$ cat src/rtl/filter_pkg.sv
// Shared constants and types for the filter_engine image stage.
package filter_pkg;

  localparam int IMG_W_DEF  = 100;
  localparam int IMG_H_DEF  = 100;
  localparam int DATA_W_DEF = 8;
  localparam int ADDR_W_DEF = 14;

  // cycles from a complete window to the res_* registers, both functions
  localparam int P = 3;

  localparam logic FUNC_MEDIAN = 1'b0;
  localparam logic FUNC_SOBEL  = 1'b1;

  typedef enum logic [1:0] {
    IDLE  = 2'd0,
    RUN   = 2'd1,
    FLUSH = 2'd2,
    DONE  = 2'd3
  } state_t;

endpackage

$ cat src/rtl/filter_engine_median9.sv
// Three-stage 9-input median network: row sorts, then max/med/min of columns, then med3.
module median9
  import filter_pkg::*;
#(
  parameter int DATA_W = DATA_W_DEF
)(
  input  logic                  clk,
  input  logic                  rst,
  input  logic [9*DATA_W-1:0]   win,
  output logic [DATA_W-1:0]     med
);

  function automatic logic [DATA_W-1:0] min2(input logic [DATA_W-1:0] a, input logic [DATA_W-1:0] b);
    return (a < b) ? a : b;
  endfunction

  function automatic logic [DATA_W-1:0] max2(input logic [DATA_W-1:0] a, input logic [DATA_W-1:0] b);
    return (a > b) ? a : b;
  endfunction

  function automatic logic [DATA_W-1:0] med3(input logic [DATA_W-1:0] a, input logic [DATA_W-1:0] b,
                                             input logic [DATA_W-1:0] c);
    return max2(min2(a, b), min2(max2(a, b), c));
  endfunction

  logic [DATA_W-1:0] lo_q [3];
  logic [DATA_W-1:0] mi_q [3];
  logic [DATA_W-1:0] hi_q [3];
  logic [DATA_W-1:0] max_lo_q, med_mi_q, min_hi_q;

  always_ff @(posedge clk or negedge rst) begin
    if (!rst) begin
      for (int g = 0; g < 3; g++) begin
        lo_q[g] <= '0;
        mi_q[g] <= '0;
        hi_q[g] <= '0;
      end
      max_lo_q <= '0;
      med_mi_q <= '0;
      min_hi_q <= '0;
      med      <= '0;
    end else begin
      for (int g = 0; g < 3; g++) begin
        lo_q[g] <= min2(min2(win[(3*g)*DATA_W +: DATA_W], win[(3*g+1)*DATA_W +: DATA_W]),
                        win[(3*g+2)*DATA_W +: DATA_W]);
        mi_q[g] <= med3(win[(3*g)*DATA_W +: DATA_W], win[(3*g+1)*DATA_W +: DATA_W],
                        win[(3*g+2)*DATA_W +: DATA_W]);
        hi_q[g] <= max2(max2(win[(3*g)*DATA_W +: DATA_W], win[(3*g+1)*DATA_W +: DATA_W]),
                        win[(3*g+2)*DATA_W +: DATA_W]);
      end
      max_lo_q <= max2(max2(lo_q[0], lo_q[1]), lo_q[2]);
      med_mi_q <= med3(mi_q[0], mi_q[1], mi_q[2]);
      min_hi_q <= min2(min2(hi_q[0], hi_q[1]), hi_q[2]);
      med      <= med3(max_lo_q, med_mi_q, min_hi_q);
    end
  end

endmodule

$ cat src/rtl/filter_engine.sv
// Streams a source frame through a 3x3 window and writes a median or Sobel result per pixel.
//  state | meaning
//  IDLE  | waiting for start, func latched on acceptance
//  RUN   | issuing src_addr 0..N-1, one per cycle
//  FLUSH | feeding IMG_W+1 zero pixels, then draining the P-stage pipeline
//  DONE  | one-cycle done pulse
module filter_engine
  import filter_pkg::*;
#(
  parameter int IMG_W  = IMG_W_DEF,
  parameter int IMG_H  = IMG_H_DEF,
  parameter int DATA_W = DATA_W_DEF,
  parameter int ADDR_W = ADDR_W_DEF
)(
  input  logic              clk,
  input  logic              rst,
  input  logic              start,
  input  logic              func,
  output logic [ADDR_W-1:0] src_addr,
  input  logic [DATA_W-1:0] src_data,
  output logic              res_we,
  output logic [ADDR_W-1:0] res_addr,
  output logic [DATA_W-1:0] res_data,
  output logic              busy,
  output logic              done
);

  localparam int N         = IMG_W * IMG_H;
  localparam int FLUSH_LEN = IMG_W + P + 2;
  localparam int FW        = $clog2(FLUSH_LEN + 1);
  localparam int LW        = $clog2(IMG_W + 2);
  localparam int CW        = $clog2(IMG_W);
  localparam int RW        = $clog2(IMG_H);
  localparam int GW        = DATA_W + 3;
  localparam int MW        = GW + 1;
  localparam logic [ADDR_W-1:0] LAST_ADDR = ADDR_W'(N - 1);
  localparam logic [MW-1:0]     SAT       = MW'((1 << DATA_W) - 1);

  state_t state_q, state_d;

  logic              func_q;
  logic [FW-1:0]     flush_cnt;
  logic [LW-1:0]     fill_cnt;
  logic              pix_v;
  logic              in_v;
  logic [DATA_W-1:0] in_px;
  logic              win_v;
  logic [RW-1:0]     cen_r;
  logic [CW-1:0]     cen_c;
  logic [ADDR_W-1:0] cen_a;
  logic              cen_border;

  logic [DATA_W-1:0] lb0 [IMG_W];
  logic [DATA_W-1:0] lb1 [IMG_W];
  logic [DATA_W-1:0] col0 [3];
  logic [DATA_W-1:0] col1 [3];
  logic [DATA_W-1:0] p [3][3];
  logic [9*DATA_W-1:0] win_flat;

  logic              v1, v2, b1, b2, b3;
  logic [ADDR_W-1:0] a1, a2;
  logic signed [GW-1:0] gx_d, gy_d, gx_q, gy_q;
  logic [GW-1:0]     ax, ay;
  logic [MW-1:0]     mag_q;
  logic [DATA_W-1:0] sob_q, med_q;

  always_ff @(posedge clk or negedge rst) begin
    if (!rst) state_q <= IDLE;
    else      state_q <= state_d;
  end

  always_comb begin
    state_d = state_q;
    case (state_q)
      IDLE:    if (start) state_d = RUN;
      RUN:     if (src_addr == LAST_ADDR) state_d = FLUSH;
      FLUSH:   if (flush_cnt == '0) state_d = DONE;
      DONE:    state_d = IDLE;
      default: state_d = IDLE;
    endcase
  end

  assign busy = (state_q == RUN) || (state_q == FLUSH);
  assign done = (state_q == DONE);

  // Real pixels arrive one cycle after their fetch; dummies fill the flush gap after the last one
  assign in_v  = pix_v || ((state_q == FLUSH) && (flush_cnt >= FW'(P)) && (flush_cnt <= FW'(IMG_W + P)));
  assign in_px = pix_v ? src_data : '0;
  assign win_v = in_v && (fill_cnt == '0);
  assign cen_border = (cen_r == '0) || (cen_r == RW'(IMG_H - 1)) ||
                      (cen_c == '0) || (cen_c == CW'(IMG_W - 1));

  always_ff @(posedge clk or negedge rst) begin
    if (!rst) begin
      func_q    <= FUNC_MEDIAN;
      src_addr  <= '0;
      flush_cnt <= '0;
      fill_cnt  <= '0;
      pix_v     <= 1'b0;
      cen_r     <= '0;
      cen_c     <= '0;
      cen_a     <= '0;
    end else begin
      pix_v <= (state_q == RUN);
      if (state_q == IDLE && start) begin
        func_q   <= func;
        src_addr <= '0;
        fill_cnt <= LW'(IMG_W + 1);
        cen_r    <= '0;
        cen_c    <= '0;
        cen_a    <= '0;
      end else begin
        if (state_q == RUN && src_addr != LAST_ADDR) src_addr <= src_addr + 1'b1;
        if (in_v && fill_cnt != '0) fill_cnt <= fill_cnt - 1'b1;
        if (win_v) begin
          cen_a <= cen_a + 1'b1;
          if (cen_c == CW'(IMG_W - 1)) begin
            cen_c <= '0;
            cen_r <= cen_r + 1'b1;
          end else begin
            cen_c <= cen_c + 1'b1;
          end
        end
      end
      if (state_q == RUN && state_d == FLUSH) flush_cnt <= FW'(FLUSH_LEN - 1);
      else if (state_q == FLUSH && flush_cnt != '0) flush_cnt <= flush_cnt - 1'b1;
    end
  end

  // Line buffers and window are never cleared; border masking hides stale contents
  always_ff @(posedge clk) begin
    if (in_v) begin
      lb0[0] <= in_px;
      lb1[0] <= lb0[IMG_W-1];
      for (int i = 1; i < IMG_W; i++) begin
        lb0[i] <= lb0[i-1];
        lb1[i] <= lb1[i-1];
      end
      for (int r = 0; r < 3; r++) begin
        col0[r] <= col1[r];
        col1[r] <= p[r][2];
      end
    end
  end

  always_comb begin
    win_flat = '0;
    for (int r = 0; r < 3; r++) begin
      p[r][0] = col0[r];
      p[r][1] = col1[r];
    end
    p[0][2] = lb1[IMG_W-1];
    p[1][2] = lb0[IMG_W-1];
    p[2][2] = in_px;
    for (int r = 0; r < 3; r++)
      for (int c = 0; c < 3; c++)
        win_flat[(3*r+c)*DATA_W +: DATA_W] = p[r][c];
  end

  median9 #(.DATA_W(DATA_W)) u_median (
    .clk (clk),
    .rst (rst),
    .win (win_flat),
    .med (med_q)
  );

  function automatic logic signed [GW-1:0] ext(input logic [DATA_W-1:0] x);
    return $signed({{(GW-DATA_W){1'b0}}, x});
  endfunction

  always_comb begin
    gx_d = (ext(p[0][2]) + (ext(p[1][2]) <<< 1) + ext(p[2][2])) -
           (ext(p[0][0]) + (ext(p[1][0]) <<< 1) + ext(p[2][0]));
    gy_d = (ext(p[2][0]) + (ext(p[2][1]) <<< 1) + ext(p[2][2])) -
           (ext(p[0][0]) + (ext(p[0][1]) <<< 1) + ext(p[0][2]));
    ax   = gx_q[GW-1] ? -gx_q : gx_q;
    ay   = gy_q[GW-1] ? -gy_q : gy_q;
  end

  always_ff @(posedge clk or negedge rst) begin
    if (!rst) begin
      v1 <= 1'b0;  v2 <= 1'b0;  res_we   <= 1'b0;
      a1 <= '0;    a2 <= '0;    res_addr <= '0;
      b1 <= 1'b0;  b2 <= 1'b0;  b3       <= 1'b0;
      gx_q  <= '0;
      gy_q  <= '0;
      mag_q <= '0;
      sob_q <= '0;
    end else begin
      v1 <= win_v;  v2 <= v1;  res_we   <= v2;
      a1 <= cen_a;  a2 <= a1;  res_addr <= a2;
      b1 <= cen_border;  b2 <= b1;  b3 <= b2;
      gx_q  <= gx_d;
      gy_q  <= gy_d;
      mag_q <= MW'(ax) + MW'(ay);
      sob_q <= (mag_q > SAT) ? SAT[DATA_W-1:0] : mag_q[DATA_W-1:0];
    end
  end

  assign res_data = b3 ? '0 : ((func_q == FUNC_SOBEL) ? sob_q : med_q);

endmodule

$ cat config.mk
export PLATFORM = sky130hd
export DESIGN_NAME = filter_engine
export DESIGN_NICKNAME = d
export VERILOG_FILES = /design/src/rtl/filter_pkg.sv /design/src/rtl/filter_engine_median9.sv /design/src/rtl/filter_engine.sv
export SDC_FILE = /design/constraint.sdc
export NUM_CORES = 2
export LEC_CHECK = 0
export ABC_CLOCK_PERIOD_IN_PS = 39400
export CAP_MARGIN = 40
export CORE_ASPECT_RATIO = 0.5
export CORE_MARGIN = 2
export CORE_UTILIZATION = 30
export CTS_CLUSTER_DIAMETER = 120
export DETAILED_ROUTE_END_ITERATION = 10
export GPL_TIMING_DRIVEN = 0
export PLACE_DENSITY = 0.47
export SETUP_SLACK_MARGIN = 0.2
export SYNTH_ARGS = -nofsm -noshare
export SYNTH_HDL_FRONTEND = slang
export SYNTH_HIERARCHICAL = 1
export SYNTH_SLANG_ARGS = --single-unit
$ cat constraint.sdc
create_clock -name clk -period 39.4 [get_ports clk]
set_clock_uncertainty 0.15 [all_clocks]
set_input_delay 7.88 -clock clk [delete_from_list [all_inputs] [get_ports clk]]
set_output_delay 7.88 -clock clk [all_outputs]
set_load 0.01 [all_outputs]
==> flow_summary.html <==
<table>
<tr><th>Metric</th><th>Value</th></tr>
<tr><th colspan="2">Run status</th></tr>
<tr><td>Status</td><td>finished, final reports clean</td></tr>
<tr><th colspan="2">Place</th></tr>
<tr><td>Number of port buffers</td><td>50</td></tr>
<tr><td>Half-perimeter wire length after detailed placement</td><td>68,400 um</td></tr>
<tr><td>Placed Cells</td><td>6,566</td></tr>
<tr><td>Placer's final routability congestion estimate</td><td>0.809</td></tr>
<tr><th colspan="2">Floorplanning</th></tr>
<tr><td>Number of ports placed on the die boundary</td><td>51</td></tr>
<tr><td>Area of the placeable core</td><td>221,000 sq um</td></tr>
<tr><td>Vertical extent of the die</td><td>338 um</td></tr>
<tr><td>Die X</td><td>672 um</td></tr>
<tr><td>Initial Util</td><td>30.2%</td></tr>
<tr><td>Area of the die</td><td>227,000 sq um</td></tr>
<tr><td>Number of rows created at floorplan</td><td>between 100 and 150</td></tr>
<tr><th colspan="2">Setup path</th></tr>
<tr><td>Cells traversed along the worst timing path</td><td>clkdlybuf4s50_1 -&gt; and2_1 -&gt; inv_1 -&gt; ha_1 -&gt; a21o_1 -&gt; a21o_1 -&gt; a211oi_1 -&gt; buf_2 -&gt; mux2i_1 -&gt; ha_1 -&gt; nor2b_1 -&gt; o21ai_0 -&gt; a21oi_1 -&gt; o21bai_1 -&gt; a22oi_1 -&gt; clkbuf_1 -&gt; o21ai_0</td></tr>
<tr><td>CP Launch Type</td><td>input pin</td></tr>
<tr><td>Worst EP arrival</td><td>12.64 ns</td></tr>
<tr><td>Worst setup endpoint</td><td>u_median/mi_q[6]</td></tr>
<tr><td>Launching instance or port of the critical path</td><td>src_data[5]</td></tr>
<tr><td>Critical Path End Type</td><td>flip-flop</td></tr>
<tr><td>Endpoint of the worst-slack reg-to-reg timing path</td><td>u_median/mi_q[6]</td></tr>
<tr><td>Max stage delay on crit path</td><td>0.70 ns</td></tr>
<tr><td>Setup slack of the worst register-to-register path</td><td>33.17 ns</td></tr>
<tr><td>Type of the setup path with the least slack</td><td>in2reg</td></tr>
<tr><td>Critical-path top delay cell</td><td>o21ai_0</td></tr>
<tr><td>Reg2Reg Launch Point</td><td>col0[0][22]</td></tr>
<tr><td>Number of cell instances on the worst register-to-register path</td><td>19</td></tr>
<tr><td>Data required time at the worst endpoint</td><td>39.83 ns</td></tr>
<tr><td>Crit Path Max Fanout</td><td>10</td></tr>
<tr><th colspan="2">STA</th></tr>
<tr><td>Worst slew margin relative to its limit</td><td>43.3%</td></tr>
<tr><td>Min Hold Slack</td><td>0.193 ns</td></tr>
<tr><td>Part of the cycle the worst path needs</td><td>31.0%</td></tr>
<tr><td>Fmax</td><td>81.9 MHz</td></tr>
<tr><td>Final setup violating endpoints</td><td>0</td></tr>
<tr><td>Number of hold violations in the final report</td><td>0</td></tr>
<tr><td>Accumulated negative setup slack</td><td>0 ns</td></tr>
<tr><td>Final number of max-transition violations</td><td>0</td></tr>
<tr><td>Transition time at the pin with the least slew margin</td><td>about 0.84 ns</td></tr>
<tr><td>Final Critical Period</td><td>12.22 ns</td></tr>
<tr><td>Unrepaired setup endpoints after global routing</td><td>false</td></tr>
<tr><th colspan="2">Global routing</th></tr>
<tr><td>Total global-route track usage</td><td>9.64%</td></tr>
<tr><td>Via count of the first global-routing pass</td><td>29,400</td></tr>
<tr><td>Maximum number of pins on one net before global-route repair</td><td>90</td></tr>
<tr><td>Global-route wire length before repair</td><td>173,000 um</td></tr>
<tr><td>Global-route congestion overflow total</td><td>0</td></tr>
<tr><td>Initial antenna violation count</td><td>6</td></tr>
<tr><th colspan="2">Synthesis</th></tr>
<tr><td>Number of enable-type register cells in the synthesized netlist</td><td>around 1,600</td></tr>
<tr><td>Number of warnings issued by yosys</td><td>6</td></tr>
<tr><td>Sequential share of the synthesized area</td><td>82.0%</td></tr>
<tr><td>Cell area after technology mapping</td><td>66,900 sq um</td></tr>
<tr><td>Dominant register cell in the synthesized netlist</td><td>edfxtp_1</td></tr>
<tr><td>Post-synthesis cell type count</td><td>83</td></tr>
<tr><td>Net count after synthesis</td><td>3,807</td></tr>
<tr><td>Share of async-settable or async-resettable flops after synthesis</td><td>about 14%</td></tr>
<tr><td>Number of storage elements in the synthesis netlist</td><td>1,870</td></tr>
<tr><td>Number of instances in the synthesized netlist</td><td>3,510</td></tr>
<tr><td>Mean Syn Cell Area</td><td>19.1 sq um</td></tr>
<tr><th colspan="2">Clock network</th></tr>
<tr><td>Total of hold buffers inserted after clock tree synthesis</td><td>0</td></tr>
<tr><td>Clock slew at reported path FFs</td><td>0.06 ns</td></tr>
<tr><td>TritonCTS clock tree</td><td>yes</td></tr>
<tr><td>Clock tree root driver cell</td><td>clkbuf_16</td></tr>
<tr><td>Maximum number of buffers from clock root to sink</td><td>4</td></tr>
<tr><td>Post-CTS setup buffer count</td><td>0</td></tr>
<tr><td>H-tree levels</td><td>4</td></tr>
<tr><td>Sink Count</td><td>about 1,900</td></tr>
<tr><td>Insertion delay to the later sink of the worst-skew pair</td><td>0.80 ns</td></tr>
<tr><td>Number of instances resized during post-cts repair</td><td>0</td></tr>
<tr><td>CTS Buf Count</td><td>181</td></tr>
<tr><th colspan="2">Power</th></tr>
<tr><td>Switching fraction of total power</td><td>18.7%</td></tr>
<tr><td>Clock network fraction of total power</td><td>44.2%</td></tr>
<tr><td>Cell leakage power</td><td>27.0 nW</td></tr>
<tr><td>Worst supply voltage drop on vdd</td><td>30.1 uV</td></tr>
<tr><td>Net switching power</td><td>0.000712 W</td></tr>
<tr><td>Sequential power share</td><td>55.6%</td></tr>
<tr><td>Power Internal</td><td>slightly above 0.003 W</td></tr>
<tr><td>Power density over cell area</td><td>~49 nW/um^2</td></tr>
<tr><td>Comb pwr share</td><td>0.2%</td></tr>
<tr><th colspan="2">Layout</th></tr>
<tr><td>Leading cell type in the layout, fill and taps excluded</td><td>edfxtp_1</td></tr>
<tr><td>Area Growth Syn to Fin</td><td>16.0%</td></tr>
<tr><td>Layout cell share with drive strength beyond 1</td><td>10.3%</td></tr>
<tr><td>Fillcell total</td><td>about 21,000</td></tr>
<tr><td>Post-route non-filler standard cell count</td><td>6,891</td></tr>
<tr><td>Most used cells in the layout excluding fill and tap cells</td><td>edfxtp_1 (1,616), inv_1 (281), dfrtp_1 (254)</td></tr>
<tr><td>Share of the core filled with cells</td><td>between 30% and 40%</td></tr>
<tr><td>Final layout net count</td><td>4,071</td></tr>
<tr><th colspan="2">Run</th></tr>
<tr><td>Reported max-cap violation count</td><td>0</td></tr>
<tr><th colspan="2">Detailed routing</th></tr>
<tr><td>Number of antenna-violating nets in the routed design</td><td>0</td></tr>
<tr><td>Wirelength per Cell</td><td>roughly 16 um</td></tr>
<tr><td>Wire length after detailed routing</td><td>about 110,000 um</td></tr>
<tr><td>Via density per instance</td><td>~4.3</td></tr>
<tr><td>Starting DRT DRC Count</td><td>2,151</td></tr>
<tr><td>Via total after detailed routing</td><td>around 29,000</td></tr>
<tr><td>First drt pass iteration count</td><td>5</td></tr>
<tr><td>Number of DRC violations after detailed routing</td><td>0</td></tr>
<tr><th colspan="2">Hold path</th></tr>
<tr><td>Worst min-delay path category</td><td>reg2reg</td></tr>
</table>
-- stage by stage --
stage	power [W]	worst slack, ns	area [sq um]
finish	0.00382	27.18	77600
floorplan	0.00216	3.92	66900
detailed placement	0.00217	26.34	71900
global placement	0.00217	-7.40	71100
CTS	0.00389	27.19	77600
global route	0.00397	27.05	77600
-- layout make-up --
class | instances | area (sq um) | share of cell area, %
Clock buffer | 222 | 4750 | 6.11
Antenna cell | 4 | 10.0 | 0.0129
Multi-Input combinational cell | 1326 | 10900 | 14.0
Inverter | 281 | 1050 | 1.36
Timing Repair Buffer | 81 | 1230 | 1.59
Sequential cell | 1870 | 54900 | 70.7
Buffer | 33 | 139 | 0.179
Tap cell | 2976 | 3720 | 4.80
Clock inverter | 98 | 977 | 1.26
-- cells by family (layout without fill, tap and decap cells) --
| kind of cell | Yosys count | count (layout) | share of synthesized area, % |
|---|---|---|---|
| AOI/OAI and AO/OA | 381 | 381 | 3.58 |
| and+or+nand+nor | 448 | 448 | 3.29 |
| DFF | 1870 | 1870 | 82.0 |
| other | 0 | 4 | 0 |
| adders and majority gates | 285 | 285 | 6.04 |
| buffers and inverters | 314 | 715 | 1.78 |
| muxes | 156 | 156 | 2.55 |
| xor gates and xnor gates | 56 | 56 | 0.733 |
-- routing by layer --
| layer | wire, um | track usage [%] |
|---|---|---|
| met2 | 46100 | 13.8 |
| met5 | 13 | 0 |
| met3 | 4820 | 2.04 |
| met1 | 57000 | 14.5 |
| met4 | 3070 | 3.17 |
-- worst min-delay path by stage --
stage,to,slack (ns),startpoint,cells after the start
floorplan,a2[0],0.18,a1[0],0
global placement,a2[10],0.19,a1[10],0
detailed placement,res_addr[8],0.18,a2[8],0
CTS,a2[6],0.19,a1[6],0
global route,res_addr[7],0.21,a2[7],0
finish,a2[6],0.19,a1[6],0
-- power groups by stage --
| stage | registers, W | clock network [W] | logic, W |
|---|---|---|---|
| final | 0.00212 | 0.00169 | 0.00000687 |
| after global routing | 0.00212 | 0.00184 | 0.00000821 |
| after CTS | 0.00212 | 0.00176 | 0.00000750 |
| after detailed placement | 0.00216 | 0 | 0.00000747 |
| after global placement | 0.00216 | 0 | 0.00000650 |
| after floorplan | 0.00216 | 0 | 0.0000000110 |
-- worst max-delay path: cells and delay by family --
family,cells,cell delay (ns)
mux,1,0.38
buf+inv,4,1.25
compound gates,8,1.80
fa+ha+maj,2,0.68
simple gates,2,0.64
-- flip-flops by register name, indices dropped and copies added (netlist names), 23 cells and up --
register	count
col1	23
u_median/mi_q	24
lb1	784
u_median/hi_q	24
lb0	786
u_median/lo_q	24
col0	23
-- cells in the mapped netlist, types with 5 or more instances --
master	number	area [sq um]
and2_1	9	56.3
nor2_1	106	398
nand4_1	33	206
inv_1	281	1050
or3_1	17	106
o211ai_1	13	97.6
xor2_1	13	114
mux2i_1	62	621
a21o_1	27	203
fa_1	63	1260
a211o_1	5	43.8
clkbuf_1	23	86.3
dfrtp_1	254	6360
mux2_2	86	968
mux2_4	7	105
o31ai_1	11	82.6
nand2b_1	19	119
o21a_1	13	97.6
o41ai_1	8	70.1
a211oi_1	16	120
a31oi_1	6	37.5
ha_1	222	2780
edfxtp_1	1616	48500
a21oi_1	110	551
xnor2_1	43	377
buf_2	6	30.0
nand2_1	135	507
nor2b_1	16	100
or4_1	15	113
o21bai_1	7	52.6
o21ai_1	5	25.0
and3_1	8	50.1
nor3_1	21	105
o21ai_0	116	581
nand3_1	39	195
Power figures use the tool's default switching activity.
